## src/rtl/uart_rx_pkg.sv

```systemverilog
// Shared register map, STATUS bit positions and receiver FSM states for uart_rx.
// No logic of its own.
package uart_rx_pkg;

    localparam logic [1:0] REG_RXDATA = 2'd0;
    localparam logic [1:0] REG_STATUS = 2'd1;
    localparam logic [1:0] REG_IRQ_EN = 2'd2;

    localparam int ST_NOT_EMPTY  = 0;
    localparam int ST_FULL       = 1;
    localparam int ST_OVERRUN    = 2;
    localparam int ST_FRAME_ERR  = 3;
    localparam int ST_PARITY_ERR = 4;

    typedef enum logic [2:0] {
        IDLE,
        START,
        DATA,
        PARITY,
        STOP
    } rx_state_e;

endpackage

```

## src/rtl/uart_rx_fifo.sv

```systemverilog
// Receive byte FIFO: registered pointers, head data is combinational from storage.
// Latency: a pushed entry is visible at the head the cycle after the push.
// Backpressure: push while full is accepted only together with a pop; otherwise dropped.
module uart_rx_fifo #(
    parameter int Depth = 8,
    parameter int Width = 8
) (
    input  logic             clk_i,
    input  logic             rst_ni,
    input  logic             push_i,
    input  logic [Width-1:0] wdata_i,
    input  logic             pop_i,
    output logic [Width-1:0] rdata_o,
    output logic             full_o,
    output logic             empty_o
);

    localparam int AW = $clog2(Depth);

    logic [Width-1:0] r_mem [Depth];
    logic [AW:0]      r_wr_ptr;
    logic [AW:0]      r_rd_ptr;
    logic             w_do_push;
    logic             w_do_pop;

    // Extra pointer MSB distinguishes full from empty when the index bits match.
    assign empty_o   = (r_wr_ptr == r_rd_ptr);
    assign full_o    = (r_wr_ptr[AW] != r_rd_ptr[AW]) &&
                       (r_wr_ptr[AW-1:0] == r_rd_ptr[AW-1:0]);
    assign w_do_pop  = pop_i && !empty_o;
    assign w_do_push = push_i && (!full_o || w_do_pop);
    assign rdata_o   = r_mem[r_rd_ptr[AW-1:0]];

    always_ff @(posedge clk_i or negedge rst_ni) begin
        if (!rst_ni) begin
            r_wr_ptr <= '0;
            r_rd_ptr <= '0;
        end else begin
            if (w_do_push) r_wr_ptr <= r_wr_ptr + 1'b1;
            if (w_do_pop)  r_rd_ptr <= r_rd_ptr + 1'b1;
        end
    end

    always_ff @(posedge clk_i) begin
        if (w_do_push) r_mem[r_wr_ptr[AW-1:0]] <= wdata_i;
    end

endmodule

```

## src/rtl/uart_rx.sv

```systemverilog
// Memory-mapped 8N1 UART receiver with byte FIFO, sticky error flags and level irq (UART_RX_PARITY_EN adds even parity).
// Latency: bus response one cycle after req; byte pushed at mid-stop-bit plus 2-flop sync delay; irq one cycle later.
// Backpressure: none on the bus; a byte arriving at a full FIFO without a same-cycle pop is dropped and flags overrun.
module uart_rx
    import uart_rx_pkg::*;
#(
    parameter int ClockFrequency = 50_000_000,
    parameter int BaudRate       = 115_200,
    parameter int FifoDepth      = 8
) (
    input  logic        clk_i,
    input  logic        rst_ni,
    input  logic        device_req_i,
    input  logic [31:0] device_addr_i,
    input  logic        device_we_i,
    input  logic [3:0]  device_be_i,
    input  logic [31:0] device_wdata_i,
    output logic        device_rvalid_o,
    output logic [31:0] device_rdata_o,
    input  logic        uart_rx_i,
    output logic        rx_irq_o
);

    localparam int ClkPerBit = ClockFrequency / BaudRate;
    localparam int CntW      = $clog2(ClkPerBit);
    localparam logic [CntW-1:0] CntHalf = CntW'(ClkPerBit / 2);
    localparam logic [CntW-1:0] CntLast = CntW'(ClkPerBit - 1);

    logic [1:0]      r_sync;
    logic            w_rx;
    logic            r_rx_prev;
    rx_state_e       r_state;
    rx_state_e       w_state_nxt;
    logic [CntW-1:0] r_cnt;
    logic [2:0]      r_bit_idx;
    logic [7:0]      r_shift;
    logic            w_cnt_clr;
    logic            w_shift_en;
    logic            w_push;
    logic            w_frame_err_set;

    logic            w_pop;
    logic [7:0]      w_head;
    logic            w_full;
    logic            w_empty;
    logic            w_overrun_set;

    logic [1:0]      w_addr;
    logic            w_rd;
    logic            w_wr;
    logic [4:2]      w_clr;
    logic [4:0]      w_status;
    logic [31:0]     w_rdata_mux;
    logic            w_par_err;
    logic            w_unused;

    logic            r_overrun;
    logic            r_frame_err;
    logic [1:0]      r_irq_en;
    logic            r_irq;
    logic            r_rvalid;
    logic [31:0]     r_rdata;

`ifdef UART_RX_PARITY_EN
    logic            w_par_sample;
    logic            r_par_bad;
    logic            r_par_err;
`endif

    assign w_rx = r_sync[1];

    always_ff @(posedge clk_i or negedge rst_ni) begin
        if (!rst_ni) r_state <= IDLE;
        else         r_state <= w_state_nxt;
    end

    // IDLE arms only on a high-to-low edge, so a held-low break yields a single frame error.
    always_comb begin
        w_state_nxt     = r_state;
        w_cnt_clr       = 1'b0;
        w_shift_en      = 1'b0;
        w_push          = 1'b0;
        w_frame_err_set = 1'b0;
`ifdef UART_RX_PARITY_EN
        w_par_sample    = 1'b0;
`endif
        case (r_state)
            IDLE: begin
                w_cnt_clr = 1'b1;
                if (r_rx_prev && !w_rx) w_state_nxt = START;
            end
            START: begin
                if (r_cnt == CntHalf) begin
                    w_cnt_clr   = 1'b1;
                    w_state_nxt = w_rx ? IDLE : DATA;
                end
            end
            DATA: begin
                if (r_cnt == CntLast) begin
                    w_cnt_clr  = 1'b1;
                    w_shift_en = 1'b1;
                    if (r_bit_idx == 3'd7) begin
`ifdef UART_RX_PARITY_EN
                        w_state_nxt = PARITY;
`else
                        w_state_nxt = STOP;
`endif
                    end
                end
            end
`ifdef UART_RX_PARITY_EN
            PARITY: begin
                if (r_cnt == CntLast) begin
                    w_cnt_clr    = 1'b1;
                    w_par_sample = 1'b1;
                    w_state_nxt  = STOP;
                end
            end
`endif
            STOP: begin
                if (r_cnt == CntLast) begin
                    w_cnt_clr       = 1'b1;
                    w_state_nxt     = IDLE;
                    w_frame_err_set = !w_rx;
`ifdef UART_RX_PARITY_EN
                    w_push          = w_rx && !r_par_bad;
`else
                    w_push          = w_rx;
`endif
                end
            end
            default: w_state_nxt = IDLE;
        endcase
    end

    always_ff @(posedge clk_i or negedge rst_ni) begin
        if (!rst_ni) begin
            r_sync    <= 2'b11;
            r_rx_prev <= 1'b1;
            r_cnt     <= '0;
            r_bit_idx <= '0;
            r_shift   <= '0;
        end else begin
            r_sync    <= {r_sync[0], uart_rx_i};
            r_rx_prev <= w_rx;
            r_cnt     <= w_cnt_clr ? '0 : r_cnt + 1'b1;
            if (w_shift_en) begin
                r_shift   <= {w_rx, r_shift[7:1]};
                r_bit_idx <= r_bit_idx + 1'b1;
            end
        end
    end

    uart_rx_fifo #(
        .Depth (FifoDepth),
        .Width (8)
    ) u_fifo (
        .clk_i   (clk_i),
        .rst_ni  (rst_ni),
        .push_i  (w_push),
        .wdata_i (r_shift),
        .pop_i   (w_pop),
        .rdata_o (w_head),
        .full_o  (w_full),
        .empty_o (w_empty)
    );

    assign w_addr        = device_addr_i[3:2];
    assign w_rd          = device_req_i && !device_we_i;
    assign w_wr          = device_req_i && device_we_i && device_be_i[0];
    assign w_pop         = w_rd && (w_addr == REG_RXDATA) && !w_empty;
    assign w_overrun_set = w_push && w_full && !w_pop;
    assign w_clr         = (w_wr && (w_addr == REG_STATUS)) ? device_wdata_i[4:2] : 3'b000;

`ifdef UART_RX_PARITY_EN
    assign w_par_err = r_par_err;

    always_ff @(posedge clk_i or negedge rst_ni) begin
        if (!rst_ni) begin
            r_par_bad <= 1'b0;
            r_par_err <= 1'b0;
        end else begin
            if (w_par_sample) r_par_bad <= ^{r_shift, w_rx};
            r_par_err <= (r_par_err && !w_clr[4]) || (w_par_sample && ^{r_shift, w_rx});
        end
    end
`else
    assign w_par_err = 1'b0;
`endif

    assign w_status[ST_NOT_EMPTY]  = !w_empty;
    assign w_status[ST_FULL]       = w_full;
    assign w_status[ST_OVERRUN]    = r_overrun;
    assign w_status[ST_FRAME_ERR]  = r_frame_err;
    assign w_status[ST_PARITY_ERR] = w_par_err;

    always_comb begin
        w_rdata_mux = '0;
        case (w_addr)
            REG_RXDATA: w_rdata_mux = {24'h0, w_empty ? 8'h00 : w_head};
            REG_STATUS: w_rdata_mux = {27'h0, w_status};
            REG_IRQ_EN: w_rdata_mux = {30'h0, r_irq_en};
            default:    w_rdata_mux = '0;
        endcase
    end

    // Set terms are OR-ed after the clear so a same-cycle event beats W1C.
    always_ff @(posedge clk_i or negedge rst_ni) begin
        if (!rst_ni) begin
            r_overrun   <= 1'b0;
            r_frame_err <= 1'b0;
            r_irq_en    <= 2'b00;
            r_irq       <= 1'b0;
            r_rvalid    <= 1'b0;
            r_rdata     <= '0;
        end else begin
            r_overrun   <= (r_overrun && !w_clr[2]) || w_overrun_set;
            r_frame_err <= (r_frame_err && !w_clr[3]) || w_frame_err_set;
            if (w_wr && (w_addr == REG_IRQ_EN)) r_irq_en <= device_wdata_i[1:0];
            r_irq       <= (r_irq_en[0] && !w_empty) ||
                           (r_irq_en[1] && (r_overrun || r_frame_err || w_par_err));
            r_rvalid    <= device_req_i;
            r_rdata     <= w_rd ? w_rdata_mux : '0;
        end
    end

    assign device_rvalid_o = r_rvalid;
    assign device_rdata_o  = r_rdata;
    assign rx_irq_o        = r_irq;

    assign w_unused = ^{device_addr_i, device_be_i, device_wdata_i, w_clr};

endmodule

```

## config.mk

```make
export PLATFORM = sky130hd
export DESIGN_NAME = uart_rx
export DESIGN_NICKNAME = d
export VERILOG_FILES = /design/src/rtl/uart_rx_pkg.sv /design/src/rtl/uart_rx_fifo.sv /design/src/rtl/uart_rx.sv
export SDC_FILE = /design/constraint.sdc
export NUM_CORES = 1
export LEC_CHECK = 0
export BUFFER_PORTS_ARGS = -buffer_cell sky130_fd_sc_hd__buf_2
export CORE_MARGIN = 1.5
export CORE_UTILIZATION = 35
export CTS_CLUSTER_DIAMETER = 150
export CTS_CLUSTER_SIZE = 8
export DETAILED_ROUTE_END_ITERATION = 10
export GPL_TIMING_DRIVEN = 0
export PLACE_DENSITY_LB_ADDON = 0.15
export SLEW_MARGIN = 30
export SYNTH_ARGS = -nofsm -noshare
export SYNTH_HDL_FRONTEND = slang
export SYNTH_SLANG_ARGS = --single-unit
```

## constraint.sdc

```tcl
create_clock -name clk_i -period 2.74 [get_ports clk_i]
set_input_delay 0.548 -clock clk_i [delete_from_list [all_inputs] [get_ports clk_i]]
set_output_delay 0.548 -clock clk_i [all_outputs]
set_load 0.02 [all_outputs]
```

==> key figures <==
Worst setup path
  – Worst-path cell with the longest stage delay: sky130_fd_sc_hd__and4b_1
  – Required time at the worst-slack endpoint: 2.72 ns
  – Worst setup SP type: flip-flop
  – Maximum single-stage delay on the critical path: 0.60 ns
  – Crit path from: u_fifo.r_rd_ptr[1]
  – FF-to-FF End: u_fifo.r_mem[5][3]
  – Endpoint class of the critical path: flip-flop
  – Maximum net fanout on the critical path: 10
  – Classification of the worst setup path: reg2reg
  – R2R setup slack: 0.36 ns
  – Reg-to-reg startpoint: u_fifo.r_rd_ptr[1]
  – Data arrival, critical path: 2.37 ns
  – Cell count of the worst reg-to-reg path: 6
  – Series of cell instances along the critical path: buf_2 > xnor2_1 > and4b_1 > buf_2 > a21boi_4 > and4b_1
  – Crit path capture: u_fifo.r_mem[5][3]

Drt
  – Initial drt markers: 202
  – Final routed wirelength across all metal layers: 8869 um
  – Number of search-and-repair iterations in the first detailed-routing pass: 4
  – Wirelength per Cell: 16.15 um
  – Antenna violation net count after detailed routing: 0
  – DRC violation count after routing: 0
  – Number of vias after detailed routing: 2,544
  – Average via count per standard cell: 4.634

Synth
  – Share of synthesized area spent on multiplexers: 0.1215
  – Post-synthesis instance area: 4821 um2
  – Sequential-to-total area share from yosys stat: 0.6486
  – Synth Area in Simple Gates: 0.09240
  – Post-synthesis share of cell area spent on xor and xnor gates: 0.03270
  – Share of flip-flops with an asynchronous set or reset after synthesis: 0.4286
  – Area fraction in compound gates after synthesis: 0.03426
  – Top cell type by total area after synthesis: sky130_fd_sc_hd__edfxtp_1
  – Synthesized instance count: 313
  – Number of warnings issued by yosys: 0
  – Post-synth EDFFs: 64
  – Synthesized area divided by synthesized cell count: 15.40 um2
  – Top flip-flop cell by instance count after synthesis: sky130_fd_sc_hd__edfxtp_1
  – Post-synthesis cell type count: 46
  – Top cell type's share of synthesized area: 0.3987
  – Area share of fa/ha/maj cells after synthesis: 0.01557
  – Number of synthesized register bits: 112
  – Main combinational cell family by area after synthesis: multiplexers
  – Main area contributors after synthesis: sky130_fd_sc_hd__edfxtp_1 (40%), sky130_fd_sc_hd__dfrtp_1 (23%), sky130_fd_sc_hd__mux4_2 (7.0%)

Clocking
  – H-tree depth reported by CTS: 3
  – Worst skew pair latency: 0.35 ns
  – TritonCTS clock tree: built
  – CTS Root Cell: sky130_fd_sc_hd__clkbuf_16
  – Clock buffers created by TritonCTS: 9
  – Max clock buf depth: 2
  – Number of sinks on the clock net: 112
  – Clock slew seen by the registers of the worst setup and hold paths: 0.08 ns
  – Resized cells post-CTS: 0
  – Number of hold-repair buffers added at the cts stage: 0
  – Count of buffers added by post-CTS timing repair for setup: 0

Global route
  – Number of antenna violations at the first check in global routing: 0
  – Maximum number of pins on one net before global-route repair: 49
  – Global-route usage over all layers: 0.1346
  – Congestion Overflow GR: 0
  – Vias in the first global route: 2,528
  – First-pass GRT wire length: 14,190 um

Die
  – Site Rows: 42
  – Width of the die: 120.4 um
  – Total Die Area: 14,490 um2
  – Count of pins on the block boundary: 107
  – Initial core utilization: 0.3612
  – DIE HEIGHT: 120.4 um
  – Core Box Area: 13,350 um2

Cells and area
  – Diodes inserted: 0
  – Layout Nets: 447
  – Area growth from synthesis to layout: 15.44%
  – Most common cell after layout, fill and taps aside: sky130_fd_sc_hd__edfxtp_1
  – Most used cells in the layout excluding fill and tap cells: sky130_fd_sc_hd__edfxtp_1 (64), sky130_fd_sc_hd__dfrtp_1 (45), sky130_fd_sc_hd__buf_2 (28)
  – Fraction of final layout cells sized beyond drive strength 1: 0.2922

Timing
  – Final critical delay including setup and external delays: 2.385 ns
  – Clock skew: 0.01375 ns
  – Transition at the pin with the smallest max-transition slack: 0.7222 ns
  – Relative max-transition margin: 0.5185
  – Post-route fraction of the period consumed by the critical path: 0.8704
  – Count of endpoints failing hold in the final timing report: 0
  – Setup ws final: 0.3552 ns
  – Unrepaired setup endpoints after global routing: false
  – Highest clock rate: 419.3 MHz
  – Number of setup violations in the final report: 0
  – Setup TNS Final: 0 ns
  – Number of max-slew violations in the final report: 0
  – Fin Hold WS: 0.2066 ns

Placed design
  – HPWL after detailed placement: 5809 um
  – Port bufs: 21
  – Placement-stage worst setup slack: 0.1741 ns
  – RD Place Congestion: 0.7763

Power
  – Max rail drop VDD: 0.4546 mV
  – Leakage component of the power: 2.401 nW
  – Power density relative to cell area: 724.3 nW/um2

Outcome
  – Result of the run: complete, no violations

Run
  – Reported max-cap violation count: 0

Min path
  – Worst Hold Class: in2async
-- synth_stat cells, types with 5 or more instances --
| master | number |
|---|---|
| sky130_fd_sc_hd__mux2_2 | 12 |
| sky130_fd_sc_hd__ha_1 | 6 |
| sky130_fd_sc_hd__xor2_1 | 5 |
| sky130_fd_sc_hd__nor2_1 | 20 |
| sky130_fd_sc_hd__mux4_2 | 15 |
| sky130_fd_sc_hd__xnor2_1 | 13 |
| sky130_fd_sc_hd__dfrtp_1 | 45 |
| sky130_fd_sc_hd__nand2_1 | 10 |
| sky130_fd_sc_hd__buf_2 | 8 |
| sky130_fd_sc_hd__nand3_1 | 11 |
| sky130_fd_sc_hd__edfxtp_1 | 64 |
| sky130_fd_sc_hd__buf_4 | 25 |
| sky130_fd_sc_hd__mux2i_1 | 9 |
| sky130_fd_sc_hd__inv_1 | 6 |
| sky130_fd_sc_hd__o21ai_0 | 6 |
-- worst max-delay path: cells and delay by family, from the launching register on --
kind                      cells  cell delay, ns
xor gates and xnor gates      1            0.17
buffers and inverters         2            0.38
AOI/OAI and AO/OA             1            0.26
and+or+nand+nor               2            0.80
DFF                           1            0.39
-- through the flow --
| step | instances | utilization | total power, mW | instance area [um2] |
|---|---|---|---|---|
| 2_1_floorplan | 336 | - | 2.461 | 4907 |
| 3_3_place_gp | 533 | 0.3920 | 2.650 | 5233 |
| 3_5_place_dp | 533 | 0.3922 | 2.652 | 5235 |
| 4_1_cts | 549 | 0.4169 | 4.084 | 5565 |
| 5_1_grt | 549 | 0.4169 | 4.227 | 5565 |
| 6_report | 549 | 0.4169 | 4.031 | 5565 |
-- worst min path at each step --
stage	startpoint	endpoint	slack, ns	cells past startpoint
6_report	rst_ni	device_rdata_o[1]	0.21	1
5_1_grt	uart_rx_i	r_sync[0]	0.28	1
4_1_cts	rst_ni	device_rdata_o[1]	0.25	1
3_5_place_dp	r_sync[0]	r_sync[1]	0.35	0
3_3_place_gp	r_sync[0]	r_sync[1]	0.35	0
2_1_floorplan	rst_ni	device_rdata_o[0]	0.25	0
-- where the power goes --
group          leakage (nW)  internal, mW  switching [mW]
Combinational         0.871         0.290           0.392
Sequential             1.37          1.85          0.0728
Clock                 0.162         0.814           0.611
Total                  2.40          2.96            1.08
-- metal layers --
metal / GRT usage / part of all wire / up-vias
met4: 0.05074 / 0.016 / 0
met5: 0 / 0 / -
met3: 0.03255 / 0.040 / 10
li1: - / - / 1220
met1: 0.1821 / 0.46 / 1262
met2: 0.2109 / 0.48 / 52
-- kinds of logic (layout without fill, tap and decap cells) --
family	after synthesis	after routing
AO/OA/AOI/OAI	20	20
XOR/XNOR	18	18
buffers and inverters	42	79
other	1	24
AND/OR/NAND/NOR	76	76
flip-flops	112	112
adder cells (fa/ha/maj)	6	6
multiplexers	38	38
-- registers in the layout, indices dropped and copies added, names as in the netlist, 2 cells and up --
name,flops
u_fifo.r_mem,64
r_irq_en,2
r_bit_idx,3
u_fifo.r_rd_ptr,4
r_cnt,9
r_shift,8
u_fifo.r_wr_ptr,4
device_rdata_o,8
r_sync,2
r_state,3
-- area by class of cell --
| class | count | area, um2 |
|---|---|---|
| tap | 176 | 220.2 |
| inverter | 6 | 22.52 |
| multi-input combinational | 182 | 1519 |
| clock buffer | 9 | 225.2 |
| buffer | 36 | 239.0 |
| clock inverter | 7 | 105.1 |
| fill | 1251 | 7782 |
| timing repair buffer | 21 | 107.6 |
| sequential | 112 | 3127 |
No activity file was read; power rests on OpenSTA's default activity.
